<file path="config.mk">
export PLATFORM = sky130hd
export DESIGN_NAME = ultrasonic_scan_scheduler
export DESIGN_NICKNAME = d
export VERILOG_FILES = /design/src/rtl/ultrasonic_pkg.sv /design/src/rtl/ultrasonic_echo_timer.sv /design/src/rtl/ultrasonic_scan_scheduler.sv
export SDC_FILE = /design/constraint.sdc
export NUM_CORES = 1
export LEC_CHECK = 0
export BUFFER_PORTS_ARGS = -buffer_cell sky130_fd_sc_hd__buf_4
export CAP_MARGIN = 20
export CORE_ASPECT_RATIO = 1.2
export CORE_MARGIN = 2
export CORE_UTILIZATION = 61
export DETAILED_ROUTE_END_ITERATION = 16
export HOLD_SLACK_MARGIN = 0.05
export PLACE_DENSITY_LB_ADDON = 0.2
export SLEW_MARGIN = 10
export SYNTH_ARGS = -nofsm -noshare
export SYNTH_HDL_FRONTEND = slang
export SYNTH_HIERARCHICAL = 1
export SYNTH_SLANG_ARGS = --single-unit
</file>
<file path="constraint.sdc">
create_clock -name clk -period 3.5 [get_ports clk]
set_clock_uncertainty 0.05 [all_clocks]
set_input_delay 0.7 -clock clk [delete_from_list [all_inputs] [get_ports clk]]
set_output_delay 0.7 -clock clk [all_outputs]
set_load 0.02 [all_outputs]
</file>
<file path="src/rtl/ultrasonic_pkg.sv">
// Shared types and constants for the ultrasonic scan scheduler.
package ultrasonic_pkg;

    typedef enum logic [2:0] {
        IDLE      = 3'd0,
        TRIG      = 3'd1,
        WAIT_RISE = 3'd2,
        MEASURE   = 3'd3,
        GUARD     = 3'd4
    } scan_state_e;

    localparam logic [15:0] ADDR_DIST_BASE = 16'h0900;
    localparam logic [15:0] ADDR_VALID     = 16'h0920;
    localparam logic [15:0] ADDR_TIMEOUT   = 16'h0924;
    localparam logic [15:0] ADDR_IDX       = 16'h0928;
    localparam logic [15:0] ADDR_STATE     = 16'h092C;
    localparam logic [15:0] DIST_TIMEOUT   = 16'hFFFF;

    function automatic logic [15:0] dist_addr(input int unsigned i);
        return ADDR_DIST_BASE + 16'(4 * i);
    endfunction

endpackage

</file>
<file path="src/rtl/ultrasonic_echo_timer.sv">
// Echo-width timer: prescaler of CYCLES_PER_CM cycles feeding a cm counter saturating at MAX_CM.
module ultrasonic_echo_timer #(
    parameter int unsigned CYCLES_PER_CM = 2900,
    parameter int unsigned MAX_CM        = 400
) (
    input  logic        clk,
    input  logic        reset_l,
    input  logic        clear,
    input  logic        run,
    output logic [15:0] cm_count,
    output logic        at_max
);

    localparam int unsigned PW = (CYCLES_PER_CM > 1) ? $clog2(CYCLES_PER_CM) : 1;

    logic [PW-1:0] presc_q, presc_d;
    logic [15:0]   cm_q, cm_d;

    always_comb begin
        presc_d = presc_q;
        cm_d    = cm_q;
        if (clear) begin
            presc_d = '0;
            cm_d    = '0;
        end else if (run) begin
            if (presc_q == PW'(CYCLES_PER_CM - 1)) begin
                presc_d = '0;
                if (cm_q != 16'(MAX_CM)) cm_d = cm_q + 16'd1;
            end else begin
                presc_d = presc_q + 1'b1;
            end
        end
    end

    always_ff @(posedge clk) begin
        if (!reset_l) begin
            presc_q <= '0;
            cm_q    <= '0;
        end else begin
            presc_q <= presc_d;
            cm_q    <= cm_d;
        end
    end

    assign cm_count = cm_q;
    assign at_max   = (cm_q == 16'(MAX_CM));

endmodule

</file>
<file path="src/rtl/ultrasonic_scan_scheduler.sv">
// Round-robin ultrasonic ranger scheduler with bus-readable results.
// Optional ULTRASONIC_IRQ_EN adds a registered irq output (OR of valid bits).
module ultrasonic_scan_scheduler
    import ultrasonic_pkg::*;
#(
    parameter int unsigned NUM_SENSORS   = 4,
    parameter int unsigned CYCLES_PER_CM = 2900,
    parameter int unsigned TRIG_CYCLES   = 500,
    parameter int unsigned RISE_TIMEOUT  = 25000,
    parameter int unsigned MAX_CM        = 400,
    parameter int unsigned GUARD_CYCLES  = 500000
) (
    input  logic                   clk,
    input  logic                   reset_l,
    input  logic                   enable,
    input  logic                   io_select,
    input  logic [15:0]            address,
    input  logic [NUM_SENSORS-1:0] echo,
    output logic [NUM_SENSORS-1:0] trigger,
    output logic [15:0]            read_data
`ifdef ULTRASONIC_IRQ_EN
    ,
    output logic                   irq
`endif
);

    localparam int unsigned CNT_MAX0 = (TRIG_CYCLES > RISE_TIMEOUT) ? TRIG_CYCLES : RISE_TIMEOUT;
    localparam int unsigned CNT_MAX  = (CNT_MAX0 > GUARD_CYCLES) ? CNT_MAX0 : GUARD_CYCLES;
    localparam int unsigned CW       = $clog2(CNT_MAX + 1);

    scan_state_e            state_q, state_d;
    logic [CW-1:0]          cnt_q, cnt_d;
    logic [2:0]             idx_q, idx_d, idx_nxt;
    logic [NUM_SENSORS-1:0] trig_q, trig_d;
    logic [NUM_SENSORS-1:0] sync1_q, sync1_d, sync2_q, sync2_d, sync3_q, sync3_d;
    logic [NUM_SENSORS-1:0] valid_q, valid_d, timeout_q, timeout_d;
    logic [15:0]            dist_q [NUM_SENSORS];
    logic [15:0]            dist_d [NUM_SENSORS];

    logic [NUM_SENSORS-1:0] sel, clr;
    logic                   echo_cur, echo_rise, done, res_to, tmr_clear, tmr_run, at_max;
    logic [15:0]            res_dist, cm_count;

    ultrasonic_echo_timer #(
        .CYCLES_PER_CM(CYCLES_PER_CM),
        .MAX_CM       (MAX_CM)
    ) u_timer (
        .clk     (clk),
        .reset_l (reset_l),
        .clear   (tmr_clear),
        .run     (tmr_run),
        .cm_count(cm_count),
        .at_max  (at_max)
    );

    always_comb begin
        sync1_d   = echo;
        sync2_d   = sync1_q;
        sync3_d   = sync2_q;
        sel       = NUM_SENSORS'(1) << idx_q;
        echo_cur  = |(sync2_q & sel);
        echo_rise = |(sync2_q & ~sync3_q & sel);
        idx_nxt   = (idx_q == 3'(NUM_SENSORS - 1)) ? 3'd0 : idx_q + 3'd1;

        state_d   = state_q;
        cnt_d     = cnt_q;
        idx_d     = idx_q;
        trig_d    = trig_q;
        done      = 1'b0;
        res_dist  = cm_count;
        res_to    = 1'b0;
        tmr_clear = 1'b1;
        tmr_run   = 1'b0;

        unique case (state_q)
            IDLE: begin
                if (enable) begin
                    state_d = TRIG;
                    cnt_d   = '0;
                    trig_d  = sel;
                end
            end
            TRIG: begin
                if (cnt_q == CW'(TRIG_CYCLES - 1)) begin
                    state_d = WAIT_RISE;
                    cnt_d   = '0;
                    trig_d  = '0;
                end else begin
                    cnt_d = cnt_q + 1'b1;
                end
            end
            WAIT_RISE: begin
                if (echo_rise) begin
                    // The rise cycle itself counts toward the echo width.
                    state_d   = MEASURE;
                    cnt_d     = '0;
                    tmr_clear = 1'b0;
                    tmr_run   = 1'b1;
                end else if (cnt_q == CW'(RISE_TIMEOUT - 1)) begin
                    state_d  = GUARD;
                    cnt_d    = '0;
                    done     = 1'b1;
                    res_dist = DIST_TIMEOUT;
                    res_to   = 1'b1;
                end else begin
                    cnt_d = cnt_q + 1'b1;
                end
            end
            MEASURE: begin
                tmr_clear = 1'b0;
                if (!echo_cur) begin
                    state_d = GUARD;
                    done    = 1'b1;
                end else if (at_max) begin
                    state_d  = GUARD;
                    done     = 1'b1;
                    res_dist = DIST_TIMEOUT;
                    res_to   = 1'b1;
                end else begin
                    tmr_run = 1'b1;
                end
            end
            GUARD: begin
                if (cnt_q == CW'(GUARD_CYCLES - 1)) begin
                    cnt_d = '0;
                    idx_d = idx_nxt;
                    if (enable) begin
                        state_d = TRIG;
                        trig_d  = NUM_SENSORS'(1) << idx_nxt;
                    end else begin
                        state_d = IDLE;
                    end
                end else begin
                    cnt_d = cnt_q + 1'b1;
                end
            end
            default: begin
                state_d = IDLE;
                trig_d  = '0;
            end
        endcase

        for (int i = 0; i < NUM_SENSORS; i++) begin
            clr[i]    = io_select && (address == dist_addr(i));
            dist_d[i] = dist_q[i];
            if (done && sel[i]) dist_d[i] = res_dist;
        end
        // A completion setting valid overrides a coincident read clearing it.
        valid_d   = (valid_q & ~clr) | (done ? sel : '0);
        timeout_d = done ? ((timeout_q & ~sel) | (res_to ? sel : '0)) : timeout_q;
    end

    always_comb begin
        read_data = '0;
        if (io_select) begin
            if (address == ADDR_VALID)   read_data = 16'(valid_q);
            if (address == ADDR_TIMEOUT) read_data = 16'(timeout_q);
            if (address == ADDR_IDX)     read_data = {13'b0, idx_q};
            if (address == ADDR_STATE)   read_data = {13'b0, state_q};
            for (int i = 0; i < NUM_SENSORS; i++) begin
                if (address == dist_addr(i)) read_data = dist_q[i];
            end
        end
    end

    always_ff @(posedge clk) begin
        if (!reset_l) begin
            state_q   <= IDLE;
            cnt_q     <= '0;
            idx_q     <= '0;
            trig_q    <= '0;
            sync1_q   <= '0;
            sync2_q   <= '0;
            sync3_q   <= '0;
            valid_q   <= '0;
            timeout_q <= '0;
            for (int i = 0; i < NUM_SENSORS; i++) dist_q[i] <= '0;
        end else begin
            state_q   <= state_d;
            cnt_q     <= cnt_d;
            idx_q     <= idx_d;
            trig_q    <= trig_d;
            sync1_q   <= sync1_d;
            sync2_q   <= sync2_d;
            sync3_q   <= sync3_d;
            valid_q   <= valid_d;
            timeout_q <= timeout_d;
            for (int i = 0; i < NUM_SENSORS; i++) dist_q[i] <= dist_d[i];
        end
    end

    assign trigger = trig_q;

`ifdef ULTRASONIC_IRQ_EN
    logic irq_q, irq_d;
    assign irq_d = |valid_q;
    always_ff @(posedge clk) begin
        if (!reset_l) irq_q <= 1'b0;
        else          irq_q <= irq_d;
    end
    assign irq = irq_q;
`endif

endmodule

</file>
Yosys cells after proc, flatten, opt, wreduce, memory -nomap -nowiden
Memory sizes are Yosys's and may differ from the RTL's.
Index checks and enable logic that the tools add are counted.
{"block": "totals", "mem_count": 1, "out_inout_bits": 20, "wordCells": 139, "mem_bits_rw": 64, "input_bits": 24, "ff_bits": 77}
{"block": "classes", "shift": 2, "reduce_logical": 19, "addsub": 4, "muxes": 61, "bitwise": 16, "eq_ne": 25}
{"name": "dist_q", "depth": 4, "width": 16, "read_ports": 4, "rd_ports_with_merged_regs": 0, "wr": 4, "line_no": "ultrasonic_scan_scheduler.sv:37", "text": "logic [15:0] dist_q [NUM_SENSORS];"}
{"cell": "2-to-1 mux 16 bit", "n": 20}
{"cell": "== test 16 x 12 -> 1 bit, second input constant", "n": 8}
{"cell": "2-to-1 mux 19 bit", "n": 5}
{"cell": "one-hot mux 19 bit (4 select lines)", "n": 1}
{"cell": "one-hot mux 16 bit (2 select lines)", "n": 1}
{"cell": "2-to-1 mux 4 bit", "n": 7}
{"cell": "2-to-1 mux 3 bit", "n": 8}
{"cell": "AND 4 bit", "n": 5}
{"cell": "adder 19 x 1 -> 19 bit, second input constant", "n": 1}
{"cell": "== test 19 x 15 -> 1 bit, second input constant", "n": 1}
{"cell": "== test 19 bit, second input constant", "n": 1}
{"cell": "== test 19 x 9 -> 1 bit, second input constant", "n": 1}
{"cell": "adder 16 x 1 -> 16 bit, second input constant", "n": 1}
{"cell": "== test 16 x 9 -> 1 bit, second input constant", "n": 1}
{"cell": "inequality test 16 x 9 -> 1 bit, second input constant", "n": 1}
{"cell": "one-hot mux 4 bit (4 select lines)", "n": 1}
{"cell": "one-hot mux 3 bit (5 select lines)", "n": 1}
{"cell": "adder 12 x 1 -> 12 bit, second input constant", "n": 1}
{"cell": "== test 12 bit, second input constant", "n": 1}
{"cell": "2-to-1 mux 1 bit", "n": 12}
{"cell": "2-to-1 mux 12 bit", "n": 1}
{"cell": "NOT 4 bit", "n": 3}
{"cell": "AND reduction 5 bit", "n": 2}
{"cell": "== test 3 x 2 -> 1 bit, second input constant", "n": 3}
{"cell": "other kinds (17)", "n": 40}

Logic depth before layout (Yosys ltp)
Gate-level depths: netlist of the first run.
{"block": "depth", "word_depth": 10, "ltp_mapped": 16, "depth_no_buf": 15}

Hierarchy
Netlist of the first run, hierarchy kept.
{"mod": "ultrasonic_scan_scheduler", "seq_area_each_um2": 2262.2, "cells_each": 559, "instances": 1, "area_per_inst_um2": 5424.0}
{"mod": "ultrasonic_echo_timer", "seq_area_each_um2": 560.5, "cells_each": 153, "instances": 1, "area_per_inst_um2": 1367.6}

Worst setup path before layout of the first run
Ideal clock, no wire load.
{"block": "synth_timing", "kind": "reg-to-reg", "from": "register u_timer.cm_q[0], in the netlist u_timer/cm_count[0]", "to": "register u_timer.cm_q[13], in the netlist u_timer/cm_count[13]", "stages_incl_launch_ff": 17, "synth_period_minus_slack_ns": 3.047, "arrival_ns": 2.927, "setup_ns": 0.070, "path_buffers": 1, "slack_ns": 0.453, "t_required_ns": 3.380, "path_cell_list": "dfxtp_1 inv_1 ha_1 and4b_1 nand4_2 inv_1 nor2_1 o21ai_2 nor2_1 a21oi_1 nor2_1 nand2_1 nor4_4 buf_6 nand4_4 or3_1 a21oi_1"}
{"block": "synth_between", "elab_chain_len": 5, "word_cells_on_any_way": 7, "classes_between": "1 x add/sub; 2 x eq/ne; 3 x mux; 1 x reduce/logical"}
{"element": "start: declaration", "line_no": "ultrasonic_echo_timer.sv:17", "text": "logic [15:0] cm_q, cm_d;"}
{"element": "start signal: assignment", "line_no": "ultrasonic_echo_timer.sv:41", "text": "cm_q <= cm_d;"}
{"element": "== test 16 x 9 -> 1 bit", "line_no": "ultrasonic_echo_timer.sv:46", "text": "assign at_max = (cm_q == 16'(MAX_CM));"}
{"element": "via at_max", "line_no": "ultrasonic_scan_scheduler.sv:41", "text": "logic echo_cur, echo_rise, done, res_to, tmr_clear, tmr_run, at_max;"}
{"element": "2-to-1 mux 1 bit", "line_no": "ultrasonic_scan_scheduler.sv:114", "text": "end else if (at_max) begin"}
{"element": "2-to-1 mux 1 bit", "line_no": "ultrasonic_scan_scheduler.sv:111", "text": "if (!echo_cur) begin"}
{"element": "one-hot mux 1 bit (2 select lines)", "line_no": "ultrasonic_scan_scheduler.sv:75", "text": "unique case (state_q)"}
{"element": "via tmr_run", "line_no": "ultrasonic_scan_scheduler.sv:41"}
{"element": "AND reduction 3 bit (no line)"}
The timed path passes the listed nets, and every way through them passes these cells.
A chain may end at the register's enable or synchronous reset.

Worst setup path after layout of the first run
{"block": "layout_timing", "from": "input address[12]", "to": "output read_data[14]"}
{"block": "layout_between", "elab_chain_len": 8, "word_cells_on_any_way": 13, "classes_between": "6 x eq/ne; 7 x mux"}
{"element": "start: declaration", "line_no": "ultrasonic_scan_scheduler.sv:17", "text": "input logic [15:0] address,"}
{"element": "== test 16 x 12 -> 1 bit", "line_no": "ultrasonic_scan_scheduler.sv:158", "text": "if (address == ADDR_IDX) read_data = {13'b0, idx_q};"}
{"element": "2-to-1 mux 16 bit", "line_no": "ultrasonic_scan_scheduler.sv:158"}
{"element": "2-to-1 mux 16 bit", "line_no": "ultrasonic_scan_scheduler.sv:159", "text": "if (address == ADDR_STATE) read_data = {13'b0, state_q};"}
{"element": "2-to-1 mux 16 bit (3 in a row)", "line_no": "ultrasonic_scan_scheduler.sv:161", "text": "if (address == dist_addr(i)) read_data = dist_q[i];"}
{"element": "2-to-1 mux 16 bit *", "line_no": "ultrasonic_scan_scheduler.sv:161"}
{"element": "2-to-1 mux 16 bit *", "line_no": "ultrasonic_scan_scheduler.sv:155", "text": "if (io_select) begin"}
{"element": "end: declaration", "line_no": "ultrasonic_scan_scheduler.sv:20", "text": "output logic [15:0] read_data"}
Mark *: on every way between the ends. The rest lies on a longest branch, timed or not.

==> results of run 1 <==
## path summary, 6_finish.rpt
kind | slack (ns) | depth (start not counted) | end | from
setup / recovery | 0.26 | 9 | read_data[14] | address[12]
hold / removal | 0.39 | 1 | sync2_q[3]$_SDFF_PN0_ | sync1_q[3]$_SDFF_PN0_
setup reg to reg | 0.31 | 16 | u_timer/cm_count[11]$_SDFFE_PP0P_ | u_timer/cm_count[0]$_SDFFE_PP0P_
hold reg to reg | 0.39 | 1 | sync2_q[3]$_SDFF_PN0_ | sync1_q[3]$_SDFF_PN0_
## metal layers
layer	vias up	wire length [um]	part of all wire	GRT usage
li1	2734	-	-	-
met5	-	0	0	0
met4	0	312	0.018	0.105
met1	2814	6920	0.41	0.358
met3	31	985	0.058	0.0559
met2	236	8680	0.51	0.503
## sequential cells by signal (all words and copies together) (netlist names), named ones only
register          count
dist_q               64
cnt_q                19
u_timer/cm_count     16
u_timer/presc_q      12
sync1_q               4
sync2_q               4
sync3_q               4
trigger               4
valid_q               4
idx_q                 3
state_q               3
## stage by stage
stage	std cells	utilization	total power, uW	setup slack (ns)	hold WS [ns]
final	887	0.708	3620	0.259	0.386
after global routing	887	0.708	3730	0.0955	0.416
after CTS	887	0.708	3640	0.264	0.387
after detailed placement	855	0.652	1790	0.297	0.371
after global placement	855	0.652	1790	0.330	0.374
after floorplan	712	-	1760	0.453	0.362
## synth_stat cells, types with 15 or more instances
master and count:
clkbuf_1 29, nor2_1 63, o21ai_0 27, a21oi_1 28
nand3_1 28, xor2_1 21, nand2_1 45, o221a_2 61
dfxtp_1 141, inv_1 16, nor2b_1 15, and2_1 20
## kinds of logic after synthesis
kind of cell,synth area share
AND/OR/NAND/NOR,0.227
AO/OA/AOI/OAI,0.218
adder cells (fa/ha/maj),0.0162
XOR/XNOR,0.0400
multiplexers,0.0361
flip-flops,0.416
buffers and inverters,0.0475
## power by group
group / total [uW] / internal, uW / leakage, uW / switching, uW
clock network: 1860 / 1100 / 0.000296 / 764
logic: 135 / 53.5 / 0.00144 / 81.5
registers: 1630 / 1610 / 0.00114 / 11.7
## final cells by class
cell class / count / area share
Inverter: 16 / 0.00776
Clock inverter: 14 / 0.0226
Tap cell: 132 / 0.0213
Multi-Input combinational cell: 508 / 0.471
Clock buffer: 18 / 0.0567
Timing Repair Buffer: 58 / 0.0562
Sequential cell: 141 / 0.365
==> results.ini, run 1 <==
[worst_setup_path]
arrival_ns = 2.49
path_cells = buf_4, nor4_1, and4_1, and2_1, buf_4, nand3_1, nor2_1, nor3_1, buf_4
cp-end-kind = primary output
required_ns = 2.75
path_class = primary input to primary output
cp_top_family = simple AND/OR/NAND/NOR gates
worst-path-buf-inv = 3
slowest_delay_ns = 0.27
crit_slowest_cell = nor4_1
path_max_fanout = 8
crit_top_cell = buf_4
start_kind = primary input

[die]
dieHeight_um = 120
rows = 42
dieArea_mm2 = 0.0120
dieWidth_um = 100
boundaryPins = 44
design.core.area_mm2 = 0.0109
initial_core_util = 0.621

[finish]
multi_input_area_mm2 = 0.00365
final_common_cell = dfxtp_1
seqCellArea_mm2 = 0.00282
n_antenna_cell = 0
syn_to_final_growth_pct = 14.0
drive_above_1_share = 0.244
final_cell_area_mm2 = 0.00774
final_nets = 774
fillers = 831
layout_common_cells = dfxtp_1, nor2_1, o221a_2

[sta]
rsz0062_at_grt = no
slew_viol_final = 0
setup_viol = 0
finalCritPeriodShare = 0.926
tightest_slew_ns = 0.836
period_needed_ns = 3.24
slew_headroom = 0.441
setup-tns-final_ns = 0
finalHoldViolCount = 0
max_freq_ghz = 0.309

[hold_path]
hold_class = flop to flop

[detailed_routing]
antenna_left = 0
wl_um = 16900
drt_iter0_drc = 609
dr.pass1.iters = 5
drcViolationCount = 0
via_per_inst = 6.56
num_vias = 5815
avgRoutedWirePerCell_um = 19.0

[place]
io_buffers = 43
place_area_mm2 = 0.00713
gp_congestion = 0.908
hpwl_um = 11100

[synthesis]
synth.avg_cell_area_um2 = 9.54
yosysTopAreaCellShare = 0.416
synth_flop_cell = dfxtp_1
netlist_top_cells_area = dfxtp_1, o221a_2, nor2_1
yosys_warnings = 6
yosys.area.top_type = dfxtp_1
synth_cell_types = 75
synth-async-reset-ratio = 0
synthesis.area_mm2 = 0.00679
ys_ff_latch = 141
synth-edff-count = 0
synth_cells = 712
yosysSeqAreaShare = 0.416
syn-num-nets = 744

[grt]
antenna_found_initial = 0
grt.total_usage = 0.291
grt_pass1_wl_um = 28000
grt_pass1_vias = 5637
grt_overflow = 0
grt_max_degree = 48

[power]
p_leak_uw = 0.00287
powerDensity_mw_per_mm2 = 468
ir_drop_v = 0.000288

[cts]
cts-buffers-inserted = 17
cts_num_sinks = 141
post-cts-setup-buffer-count = 0
cts.path.max_buffers = 2
cts-root-buf = clkbuf_16
cts_max_level = 4
clk_latency_ns = 0.42
cts_hold_buffers = 0
path_clk_slew_ns = 0.06
cts_resized = 0
cts_tree = built

[job]
maxCapViolCount = 0

[status]
status = completed

Note: power is estimated with default switching activity, not from simulation.
==> inputs of run 2 (changes only) <==
CORE_ASPECT_RATIO = 1.5   (was 1.2)
==> run 2 against run 1 <==
  * Sequential share of layout area shrank 0.14 points
  * Cell area is 0.39% higher
  * Clock power is essentially flat
  * Critical path depth is 2 lower
  * Die area up 0.12%
  * First-iteration DRC count fell by 38%
  * Sequential power hardly changed
  * Non-clock buffer count increased by 1
  * Clock-buffer cell count up 2
  * Flip-flop and latch count unchanged
  * Critical path type unchanged
  * Largest power group unchanged
==> results.ini, run 2 (same netlist as run 1, synthesis figures left out) <==
[finish]
final_common_cell = dfxtp_1
stdcell_count = 903
n_antenna_cell = 0
drive_above_1_share = 0.243
largest_register = dist_q
layout_common_cells = dfxtp_1, nor2_1, o221a_2
largest_reg_flops = 64
final_nets = 775
syn_to_final_growth_pct = 14.5

[sta]
hold_slack_ns = 0.383
slew_headroom = 0.467
tightest_slew_ns = 0.797
slew_viol_final = 0
period_needed_ns = 3.35
finalCritPeriodShare = 0.956
fin_ws_ns = 0.153
setup-tns-final_ns = 0
finalHoldViolCount = 0
rsz0062_at_grt = no
setup_viol = 0
max_freq_ghz = 0.299

[grt]
grt_pass1_wl_um = 28100
antenna_found_initial = 0
grt.total_usage = 0.288
grt_pass1_vias = 5762
grt_max_degree = 50
grt_overflow = 0

[worst_setup_path]
path_max_fanout = 10
slowest_delay_ns = 0.37
start_kind = primary input
crit_top_cell = buf_4
reg2reg_from = idx_q[0]$_SDFFE_PN0P_
crit_slowest_cell = nor3_1
path_cells = buf_4, nor4b_1, and4_1, and2_1, nand2_1, nor3_1, buf_4
cp_top_family = simple AND/OR/NAND/NOR gates
worstReg2RegEnd = u_timer/cm_count[11]$_SDFFE_PP0P_
arrival_ns = 2.60
cp-end-kind = primary output
worst-path-buf-inv = 2
path_class = primary input to primary output
required_ns = 2.75
worst-r2r-setup-slack_ns = 0.44
worstRegToRegCells = 12

[cts]
clk_latency_ns = 0.42
cts_max_level = 4
path_clk_slew_ns = 0.06
cts-buffers-inserted = 17
cts_hold_buffers = 0
post-cts-setup-buffer-count = 0
cts.path.max_buffers = 2
cts-root-buf = clkbuf_16
cts_tree = built
cts_num_sinks = 141
cts_resized = 0

[power]
switchingPower_uw = 784
ir_drop_v = 0.000352
p_leak_uw = 0.00288
combPwrFrac = 0.038
p_clk_frac = 0.512
powerDensity_mw_per_mm2 = 465
switching_share = 0.217
p_seq_frac = 0.450
p_int_uw = 2830

[hold_path]
min_from = sync1_q[3]$_SDFF_PN0_
min_to = sync2_q[3]$_SDFF_PN0_
min_path_cells = 1
hold_class = flop to flop

[detailed_routing]
num_vias = 5785
avgRoutedWirePerCell_um = 19.1
dr_wl_met2_um = 9490
via_per_inst = 6.41
top_layer = met4
wl_um = 17300
wl_met1_um = 6640
drt_iter0_drc = 375
dr.pass1.iters = 4
antenna_left = 0
drcViolationCount = 0
wl_met3_um = 736

[die]
boundaryPins = 44
dieWidth_um = 90.2
design.core.area_mm2 = 0.0109
dieHeight_um = 133
rows = 47
dieArea_mm2 = 0.0120
initial_core_util = 0.621

[place]
placed_cells = 871
hpwl_um = 11900
io_buffers = 43
place_ws_ns = 0.218
gp_congestion = 0.929

[status]
status = completed

[job]
maxCapViolCount = 0

-- run 2: cell count changes in the layout (fill, tap and decap cells not counted), sizes merged --
cell      delta
clkinv       +3
clkbuf       +2
buf          +1
inv          -7
bufinv       +1
clkinvlp     +1
-- run 2: metrics by stage --
step | instance area [um2] | util | power, uW
finish | 7770 | 0.711 | 3620
global route | 7770 | 0.711 | 3720
global placement | 7160 | 0.654 | 1790
CTS | 7770 | 0.711 | 3640
floorplan | 6790 | - | 1760
detailed placement | 7160 | 0.654 | 1800
-- run 2: layer usage --
layer	GRT usage	vias up
li1	-	2736
met1	0.316	2846
met2	0.541	173
met3	0.0526	30
met4	0.121	0
met5	0	-
-- run 2: layout make-up --
class | instances | area [um2]
tap | 147 | 184
clock inverter | 12 | 161
inverter | 16 | 60.1
timing repair buffer | 59 | 443
multi-input combinational | 508 | 3650
fill | 862 | 3160
clock buffer | 20 | 457
sequential | 141 | 2820
-- run 2: power groups by stage --
stage | clock network, uW | logic [uW] | registers, uW
after global routing | 1940 | 148 | 1630
after floorplan | 0 | 98.5 | 1660
final | 1850 | 138 | 1630
after global placement | 0 | 133 | 1660
after CTS | 1880 | 137 | 1630
after detailed placement | 0 | 136 | 1660
-- run 2: worst max-delay path by stage --
stage                                          start                                end  slack [ns]  cells past startpoint
floorplan           u_timer/cm_count[0]$_SDFFE_PP0P_  u_timer/cm_count[13]$_SDFFE_PP0P_        0.45                     16
global placement                          address[1]                      read_data[12]        0.27                      7
detailed placement                        address[1]                      read_data[12]        0.22                      7
CTS                                       address[1]                      read_data[12]        0.15                      7
global route                              address[1]                      read_data[12]        0.08                      7
finish                                    address[1]                      read_data[12]        0.15                      7
-- run 2: worst register-to-register path: cells and delay by family (launching register included) --
family	cells	cell delay, ns
AOI/OAI and AO/OA	3	0.55
adders and majority gates	1	0.32
buffers and inverters	2	0.43
DFF	1	0.40
and+or+nand+nor	6	1.25
